--- src/rtl/vm_pkg.sv ---
`default_nettype none
// ============================================================================
// Package  : vm_pkg
// Brief    : Shared types and constants for the vending-machine dispense and
//            payout sequencer.
// Revision : 1.0 - initial release
// ============================================================================
package vm_pkg;

    // Top-level sequencer states; the payout phase is a single wait state
    // while the hopper pulser runs its own high/low timing.
    typedef enum logic [1:0] {
        ST_IDLE     = 2'd0,
        ST_DISPENSE = 2'd1,
        ST_PAYOUT   = 2'd2
    } main_state_e;

    // Hopper pulser states (high and low phase of each coin).
    typedef enum logic [1:0] {
        PS_IDLE = 2'd0,
        PS_HI   = 2'd1,
        PS_LO   = 2'd2
    } pulse_state_e;

    // Change codes delivered by the coin FSM.
    localparam logic [1:0] COIN_NONE = 2'b00;
    localparam logic [1:0] COIN_5    = 2'b01;
    localparam logic [1:0] COIN_10   = 2'b10;

    // Product price expressed in 5 rs coins.
    localparam logic [2:0] PRICE_COINS = 3'd3;

    // Default parameter values.
    localparam int DEF_NUM_SLOTS     = 4;
    localparam int DEF_STOCK_W       = 4;
    localparam int DEF_INIT_STOCK    = 8;
    localparam int DEF_MOTOR_TIMEOUT = 255;
    localparam int DEF_PULSE_LEN     = 4;

endpackage : vm_pkg
`default_nettype wire

--- src/rtl/vm_dispense_ctrl_if.sv ---
`default_nettype none
// ============================================================================
// Interface: vm_dispense_ctrl_if
// Brief    : Request, motor and hopper signals between the coin FSM side and
//            the dispense sequencer.
// Revision : 1.0 - initial release
// ============================================================================
interface vm_dispense_ctrl_if #(
    parameter int NUM_SLOTS = 4
);
    logic                 vend_req;
    logic [1:0]           change_req;
    logic [1:0]           sel;
    logic                 restock;
    logic                 motor_done;
    logic                 busy;
    logic [NUM_SLOTS-1:0] motor_en;
    logic                 hopper_pulse;
    logic [NUM_SLOTS-1:0] sold_out;
    logic                 fault;

    // Upstream side: issues requests and reports the drop sensor.
    modport master (
        output vend_req, change_req, sel, restock, motor_done,
        input  busy, motor_en, hopper_pulse, sold_out, fault
    );

    // Sequencer side.
    modport slave (
        input  vend_req, change_req, sel, restock, motor_done,
        output busy, motor_en, hopper_pulse, sold_out, fault
    );
endinterface : vm_dispense_ctrl_if
`default_nettype wire

--- src/rtl/vm_hopper_pulser.sv ---
`default_nettype none
// ============================================================================
// Module   : vm_hopper_pulser
// Brief    : Emits one PULSE_LEN-high / PULSE_LEN-low pulse per 5 rs coin and
//            flags done in the final low cycle.
// Revision : 1.0 - initial release
// ============================================================================
module vm_hopper_pulser
    import vm_pkg::*;
#(
    parameter int PULSE_LEN = DEF_PULSE_LEN
) (
    input  wire logic       clk,
    input  wire logic       rst,
    input  wire logic       i_start,
    input  wire logic [2:0] i_coins,
    output logic            o_pulse,
    output logic            o_done
);
    localparam int c_CNT_W = $clog2(PULSE_LEN + 1);
    localparam logic [c_CNT_W-1:0] c_LAST = c_CNT_W'(PULSE_LEN - 1);

    pulse_state_e       r_state, w_next_state;
    logic [c_CNT_W-1:0] r_cnt, w_next_cnt;
    logic [2:0]         r_coins, w_next_coins;

    // State, phase counter and remaining-coin register.
    always_ff @(posedge clk) begin
        if (rst) begin
            r_state <= PS_IDLE;
            r_cnt   <= '0;
            r_coins <= '0;
        end else begin
            r_state <= w_next_state;
            r_cnt   <= w_next_cnt;
            r_coins <= w_next_coins;
        end
    end

    // Phase sequencing: a coin is counted off at the end of its high phase.
    always_comb begin
        w_next_state = r_state;
        w_next_cnt   = r_cnt;
        w_next_coins = r_coins;
        o_done       = 1'b0;
        case (r_state)
            PS_IDLE: begin
                if (i_start && (i_coins != 3'd0)) begin
                    w_next_state = PS_HI;
                    w_next_cnt   = '0;
                    w_next_coins = i_coins;
                end
            end
            PS_HI: begin
                if (r_cnt == c_LAST) begin
                    w_next_state = PS_LO;
                    w_next_cnt   = '0;
                    w_next_coins = (r_coins != 3'd0) ? r_coins - 3'd1 : 3'd0;
                end else begin
                    w_next_cnt = r_cnt + 1'b1;
                end
            end
            PS_LO: begin
                if (r_cnt == c_LAST) begin
                    w_next_cnt = '0;
                    if (r_coins != 3'd0) begin
                        w_next_state = PS_HI;
                    end else begin
                        w_next_state = PS_IDLE;
                        o_done       = 1'b1;
                    end
                end else begin
                    w_next_cnt = r_cnt + 1'b1;
                end
            end
            default: w_next_state = PS_IDLE;
        endcase
    end

    assign o_pulse = (r_state == PS_HI);

endmodule : vm_hopper_pulser
`default_nettype wire

--- src/rtl/vm_dispense_ctrl.sv ---
`default_nettype none
// ============================================================================
// Module   : vm_dispense_ctrl
// Brief    : Dispense and payout sequencer: slot stock inventory, motor drive
//            with timeout, change/refund payout via the hopper pulser.
// Revision : 1.0 - initial release
// ============================================================================
module vm_dispense_ctrl
    import vm_pkg::*;
#(
    parameter int NUM_SLOTS     = DEF_NUM_SLOTS,
    parameter int STOCK_W       = DEF_STOCK_W,
    parameter int INIT_STOCK    = DEF_INIT_STOCK,
    parameter int MOTOR_TIMEOUT = DEF_MOTOR_TIMEOUT,
    parameter int PULSE_LEN     = DEF_PULSE_LEN
) (
    input  wire logic         clk,
    input  wire logic         rst,
    vm_dispense_ctrl_if.slave bus
);
    localparam int c_TMO_W = $clog2(MOTOR_TIMEOUT + 1);
    localparam logic [c_TMO_W-1:0] c_TMO_LAST = c_TMO_W'(MOTOR_TIMEOUT - 1);
    localparam logic [STOCK_W-1:0] c_INIT     = STOCK_W'(INIT_STOCK);

    main_state_e          r_state, w_next_state;
    logic [2:0]           r_coins, w_next_coins, w_chg_coins, w_load;
    logic [1:0]           r_sel;
    logic [c_TMO_W-1:0]   r_tmo;
    logic                 r_fault;
    logic [STOCK_W-1:0]   r_stock [NUM_SLOTS];
    logic [NUM_SLOTS-1:0] w_empty;
    logic                 w_event, w_sel_ok, w_sel_empty, w_vend_ok;
    logic                 w_start, w_dispense_ok, w_timeout, w_pay_done, w_pulse;

    // Per-slot sold-out flags and one-hot motor drive.
    for (genvar i = 0; i < NUM_SLOTS; i++) begin : g_slot
        assign w_empty[i]      = (r_stock[i] == '0);
        assign bus.motor_en[i] = (r_state == ST_DISPENSE) && (r_sel == 2'(i));
    end

    // Request decode: change code to coin count, selected-slot emptiness.
    always_comb begin
        w_sel_empty = 1'b0;
        for (int i = 0; i < NUM_SLOTS; i++) begin
            if (bus.sel == 2'(i)) w_sel_empty = w_empty[i];
        end
        case (bus.change_req)
            COIN_5:  w_chg_coins = 3'd1;
            COIN_10: w_chg_coins = 3'd2;
            default: w_chg_coins = 3'd0;
        endcase
    end

    assign w_event   = bus.vend_req || (bus.change_req == COIN_5) || (bus.change_req == COIN_10);
    assign w_sel_ok  = (int'(bus.sel) < NUM_SLOTS);
    assign w_vend_ok = bus.vend_req && w_sel_ok && !w_sel_empty && !r_fault;

    // Next-state logic; coins owed are handed to the pulser as payout starts.
    always_comb begin
        w_next_state  = r_state;
        w_next_coins  = r_coins;
        w_load        = 3'd0;
        w_start       = 1'b0;
        w_dispense_ok = 1'b0;
        w_timeout     = 1'b0;
        case (r_state)
            ST_IDLE: begin
                if (w_vend_ok) begin
                    w_next_state = ST_DISPENSE;
                    w_next_coins = w_chg_coins;
                end else if (w_event) begin
                    w_load       = bus.vend_req ? w_chg_coins + PRICE_COINS : w_chg_coins;
                    w_start      = 1'b1;
                    w_next_coins = 3'd0;
                    w_next_state = ST_PAYOUT;
                end
            end
            ST_DISPENSE: begin
                if (bus.motor_done) begin
                    w_dispense_ok = 1'b1;
                    w_next_coins  = 3'd0;
                    if (r_coins != 3'd0) begin
                        w_load       = r_coins;
                        w_start      = 1'b1;
                        w_next_state = ST_PAYOUT;
                    end else begin
                        w_next_state = ST_IDLE;
                    end
                end else if (r_tmo == c_TMO_LAST) begin
                    w_timeout    = 1'b1;
                    w_load       = r_coins + PRICE_COINS;
                    w_start      = 1'b1;
                    w_next_coins = 3'd0;
                    w_next_state = ST_PAYOUT;
                end
            end
            ST_PAYOUT: begin
                if (w_pay_done) w_next_state = ST_IDLE;
            end
            default: w_next_state = ST_IDLE;
        endcase
    end

    // Sequencer registers: state, latched slot, motor timer, sticky fault.
    always_ff @(posedge clk) begin
        if (rst) begin
            r_state <= ST_IDLE;
            r_coins <= 3'd0;
            r_sel   <= 2'd0;
            r_tmo   <= '0;
            r_fault <= 1'b0;
        end else begin
            r_state <= w_next_state;
            r_coins <= w_next_coins;
            if (w_vend_ok && (r_state == ST_IDLE)) r_sel <= bus.sel;
            r_tmo   <= (r_state == ST_DISPENSE) ? r_tmo + 1'b1 : '0;
            if (w_timeout) r_fault <= 1'b1;
        end
    end

    // Stock counters: decrement on successful drop, reload only on a free IDLE cycle.
    always_ff @(posedge clk) begin
        for (int i = 0; i < NUM_SLOTS; i++) begin
            if (rst) begin
                r_stock[i] <= c_INIT;
            end else if (w_dispense_ok && (r_sel == 2'(i)) && !w_empty[i]) begin
                r_stock[i] <= r_stock[i] - 1'b1;
            end else if ((r_state == ST_IDLE) && !w_event && bus.restock) begin
                r_stock[i] <= c_INIT;
            end
        end
    end

    vm_hopper_pulser #(
        .PULSE_LEN (PULSE_LEN)
    ) u_pulser (
        .clk     (clk),
        .rst     (rst),
        .i_start (w_start),
        .i_coins (w_load),
        .o_pulse (w_pulse),
        .o_done  (w_pay_done)
    );

    assign bus.busy         = (r_state != ST_IDLE);
    assign bus.hopper_pulse = w_pulse;
    assign bus.sold_out     = w_empty;
    assign bus.fault        = r_fault;

endmodule : vm_dispense_ctrl
`default_nettype wire

--- src/flat_wrapper.sv ---
// flat-port wrapper written by rule: the top's interface ports become plain ports
module vm_dispense_ctrl_flat import vm_pkg::*;
#(
    parameter int NUM_SLOTS     = DEF_NUM_SLOTS,
    parameter int STOCK_W       = DEF_STOCK_W,
    parameter int INIT_STOCK    = DEF_INIT_STOCK,
    parameter int MOTOR_TIMEOUT = DEF_MOTOR_TIMEOUT,
    parameter int PULSE_LEN     = DEF_PULSE_LEN
)
  (clk, rst, bus_vend_req, bus_change_req, bus_sel, bus_restock, bus_motor_done, bus_busy, bus_motor_en, bus_hopper_pulse, bus_sold_out, bus_fault);
  vm_dispense_ctrl_if #(.NUM_SLOTS(NUM_SLOTS)) bus_i ();
  input  wire logic clk;
  input  wire logic rst;
  input wire logic [$bits(bus_i.vend_req)-1:0] bus_vend_req;
  input wire logic [$bits(bus_i.change_req)-1:0] bus_change_req;
  input wire logic [$bits(bus_i.sel)-1:0] bus_sel;
  input wire logic [$bits(bus_i.restock)-1:0] bus_restock;
  input wire logic [$bits(bus_i.motor_done)-1:0] bus_motor_done;
  output wire logic [$bits(bus_i.busy)-1:0] bus_busy;
  output wire logic [$bits(bus_i.motor_en)-1:0] bus_motor_en;
  output wire logic [$bits(bus_i.hopper_pulse)-1:0] bus_hopper_pulse;
  output wire logic [$bits(bus_i.sold_out)-1:0] bus_sold_out;
  output wire logic [$bits(bus_i.fault)-1:0] bus_fault;
  assign bus_i.vend_req = bus_vend_req;
  assign bus_i.change_req = bus_change_req;
  assign bus_i.sel = bus_sel;
  assign bus_i.restock = bus_restock;
  assign bus_i.motor_done = bus_motor_done;
  assign bus_busy = bus_i.busy;
  assign bus_motor_en = bus_i.motor_en;
  assign bus_hopper_pulse = bus_i.hopper_pulse;
  assign bus_sold_out = bus_i.sold_out;
  assign bus_fault = bus_i.fault;
  vm_dispense_ctrl #(.NUM_SLOTS(NUM_SLOTS), .STOCK_W(STOCK_W), .INIT_STOCK(INIT_STOCK), .MOTOR_TIMEOUT(MOTOR_TIMEOUT), .PULSE_LEN(PULSE_LEN)) u_core (.clk(clk), .rst(rst), .bus(bus_i));
endmodule
--- config.mk ---
export PLATFORM = sky130hd
export DESIGN_NAME = vm_dispense_ctrl_flat
export DESIGN_NICKNAME = d
export VERILOG_FILES = /design/src/rtl/vm_pkg.sv /design/src/rtl/vm_dispense_ctrl_if.sv /design/src/rtl/vm_hopper_pulser.sv /design/src/rtl/vm_dispense_ctrl.sv /design/src/flat_wrapper.sv
export SDC_FILE = /design/constraint.sdc
export NUM_CORES = 1
export LEC_CHECK = 0
export BUFFER_PORTS_ARGS = -buffer_cell sky130_fd_sc_hd__buf_2
export CAP_MARGIN = 20
export CELL_PAD_IN_SITES_DETAIL_PLACEMENT = 0
export CELL_PAD_IN_SITES_GLOBAL_PLACEMENT = 2
export CORE_MARGIN = 4
export CORE_UTILIZATION = 37
export DETAILED_ROUTE_END_ITERATION = 7
export PLACE_DENSITY_LB_ADDON = 0.1
export REMOVE_ABC_BUFFERS = 1
export SKIP_CTS_REPAIR_TIMING = 1
export SYNTH_ARGS = -nofsm -noshare
export SYNTH_HDL_FRONTEND = slang
export SYNTH_HIERARCHICAL = 1
export SYNTH_SLANG_ARGS = --single-unit
--- constraint.sdc ---
create_clock -name clk -period 3.2 [get_ports clk]
set_input_delay 0.16 -clock clk [delete_from_list [all_inputs] [get_ports clk]]
set_output_delay 0.16 -clock clk [all_outputs]
set_load 0.02 [all_outputs]
==> run_results.csv <==
group,metric,value,unit
job,max_cap_violations,0,
critical_path,cp-end-kind,"flip-flop",
clock_network,clockBufferDepth,2,
routing,vias,1770,
synthesis,synth-edff-count,16,
synthesis,synth_compound_area_frac,0.128,
critical_path,critPathKind,"flip-flop to flip-flop",
sta,hold_viol,0,
global_route,grt_max_degree,19,
synthesis,synth_seq_cells,39,
clock_network,cts.sinks,39,
synthesis,synth_ff_type,"dfxtp_1",
floorplanning,boundaryPins,20,
routing,first_pass_iters,4,
sta,clock_skew,0.00310,ns
synthesis,synth_warnings,6,
routing,wirelength,4.65,mm
placement,dp_hpwl,3.56,mm
critical_path,crit_chain,"inv_1 -> ha_1 -> nor3b_1 -> a311o_1 -> o311ai_0 -> a21oi_1 -> o31ai_4 -> nand2_2 -> o21ai_0 -> mux2_2",
clock_network,cts_root_buf,"clkbuf_8",
sta,rsz0062_at_grt,"no",
global_route,antenna_found_initial,0,
clock_network,numCtsBuffers,5,
floorplanning,die_h,87.2,µm
placement,post-place-cells,342,
sta,setup_violations,0,
floorplanning,die_w,87.2,µm
synthesis,yosysTopAreaCell,"edfxtp_1",
global_route,grt-ovfl-total,0,
synthesis,synth_top_family_by_area,"simple AND/OR/NAND/NOR gates",
clock_network,clk-insertion-delay-late,0.29,ns
cells_and_area,layoutNonFillerInstCount,350,
floorplanning,start_util,0.387,
critical_path,arrival,3.05,ns
cells_and_area,final_nets,300,
floorplanning,coreArea,0.00599,mm²
critical_path,slowest_delay,0.42,ns
routing,dr.first_iter.drc_count,70,
global_route,grt_use_total,0.137,
synthesis,synth_cell_type_count,52,
clock_network,cts_tree,"yes",
synthesis,synth_area,0.00232,mm²
synthesis,ys_seq_area_frac,0.405,
placement,gp_congestion,0.738,
power,peakVddDrop,0.322,mV
placement,portBuffers,19,
cells_and_area,num_antenna_cells,0,
cells_and_area,drive_above_1_share,0.142,
sta,setup_tns,0,ns
synthesis,ys_top_cells_by_count,"nor2_1, dfxtp_1, inv_1",
synthesis,yosys-top-cells-area,"edfxtp_1, dfxtp_1, ha_1, nor2_1, inv_1",
sta,setup_ws,0.338,ns
global_route,first_global_vias,1739,
synthesis,synthMuxAreaShare,0.0313,
synthesis,synth_top_area_frac,0.207,
critical_path,crit_slowest_cell,"a311o_1",
cells_and_area,syn_to_final_growth,12.2,%
synthesis,synthCells,253,
critical_path,required,3.38,ns
synthesis,synthAdderAreaFrac,0.0916,
sta,max_slew_margin,0.618,
outcome,status,"finished, final reports clean",
routing,drc,0,
synthesis,synthXorXnorAreaFrac,0.0453,
synthesis,syn-mean-instance-area,9.17,µm²
routing,postRouteAntennaNets,0,
routing,routed_via_density,5.06,
critical_path,worstPathMaxFanout,3,
clock_network,path_clk_slew,0.08,ns
synthesis,yosysMostFrequentCell,"nor2_1",
power,powerDensity,501,mW/mm²
synthesis,async_reset_ff_frac,0,
cells_and_area,fin_area,0.00261,mm²
global_route,grt_pass1_wl,8.23,mm
floorplanning,num_rows,28,
sta,max_freq,0.349,GHz
clock_network,cts_max_level,2,
sta,worstMarginPinSlew,0.566,ns
sta,finalCritPeriodShare,0.894,
placement,place_area,0.00248,mm²
worst_hold_path,min_path_type,"input port to flip-flop",
placement,dp_slack,0.224,ns
routing,wl_per_cell,13.3,µm
synthesis,synthSimpleGateAreaFrac,0.244,
sta,slew_viol_final,0,
sta,fin_crit,2.86,ns
power,p_leak,0.00100,µW
floorplanning,die_area,0.00760,mm²
critical_path,start_kind,"flip-flop",
sta,holdWs,0.171,ns
==> layout by cell type, fill, tap and decap left out, types with 2 or more instances in the layout <==
master | synthesis | routed
o32ai_2 | 0 | 2
nor2_1 | 29 | 29
nor4_1 | 2 | 2
nand3b_1 | 4 | 4
nor2b_1 | 4 | 4
xor2_1 | 3 | 3
and2_1 | 2 | 2
edfxtp_1 | 16 | 16
clkinv_1 | 2 | 3
o211ai_1 | 3 | 3
nand2b_1 | 11 | 11
nand2_1 | 18 | 18
xnor2_1 | 9 | 9
dfxtp_1 | 23 | 23
inv_1 | 23 | 23
o21ai_0 | 11 | 11
nand3_1 | 6 | 6
a31oi_1 | 2 | 2
a21oi_1 | 10 | 10
clkbuf_8 | 0 | 5
ha_1 | 17 | 17
buf_2 | 2 | 19
nor3_1 | 9 | 9
mux2i_1 | 5 | 5
and3_1 | 2 | 2
nor3b_1 | 4 | 4
or3_1 | 8 | 8
==> layer usage <==
metal | GRT usage | vias to the layer above | share of wire
met5 | 0 | - | 0
met4 | 0.0418 | 0 | 0.0062
met3 | 0.0293 | 2 | 0.027
met2 | 0.229 | 15 | 0.49
met1 | 0.178 | 827 | 0.48
li1 | - | 926 | -
==> final cells by class <==
class	count	area, µm²
fill	602	3390
multi-input combinational	184	1270
sequential	39	941
timing repair buffer	19	95.1
inverter	25	93.8
tap	75	93.8
clock buffer	5	68.8
clock inverter	3	38.8
==> state kept, by name, indices dropped and copies added (netlist names) <==
register / cells
u_core/u_pulser/r_state: 2
u_core/u_pulser/r_coins: 3
u_core/r_state: 2
u_core/r_coins: 2
u_core/r_tmo: 8
u_core/r_sel: 2
u_core/u_pulser/r_cnt: 3
u_core/bus.fault: 1
u_core/r_stock: 16
==> final timing paths <==
kind                                                         start                                      end  slack [ns]  cells after the start
worst max-delay path            u_core/r_stock[3][0]$_SDFFCE_PP0P_  u_core/u_pulser/r_state[0]$_SDFFE_PP0P_        0.34                     10
worst min-delay path                                    bus_sel[0]             u_core/r_sel[0]$_SDFFE_PP0P_        0.17                      3
worst max register to register  u_core/r_stock[3][0]$_SDFFCE_PP0P_  u_core/u_pulser/r_state[0]$_SDFFE_PP0P_        0.34                     10
worst min register to register          u_core/r_tmo[0]$_SDFF_PP0_               u_core/r_tmo[0]$_SDFF_PP0_        0.47                      1
==> report_power, final <==
group	total, µW	switching [µW]	internal (µW)	leakage, µW
clock network	402	173	228	0.0000556
registers	596	40.3	556	0.000340
logic	307	182	125	0.000604
total	1300	395	909	0.00100
==> worst max-delay path, delay by kind of cell (launching register included) <==
kind,cells,cell delay (ns)
compound gates,5,1.50
flops,1,0.37
mux,1,0.36
simple gates,2,0.26
fa+ha+maj,1,0.21
buf+inv,1,0.05
==> through the flow <==
stage | power, µW | util
global placement | 921 | 0.414
finish | 1300 | 0.435
floorplan | 834 | -
global route | 1390 | 0.435
detailed placement | 911 | 0.414
CTS | 1320 | 0.431
==> logic make-up after synthesis <==
family,Yosys count
buf+inv,30
xor+xnor,12
compound gates,42
fa+ha+maj,17
flops,39
mux,7
simple gates,106
Note: power is estimated with default switching activity, not from simulation.
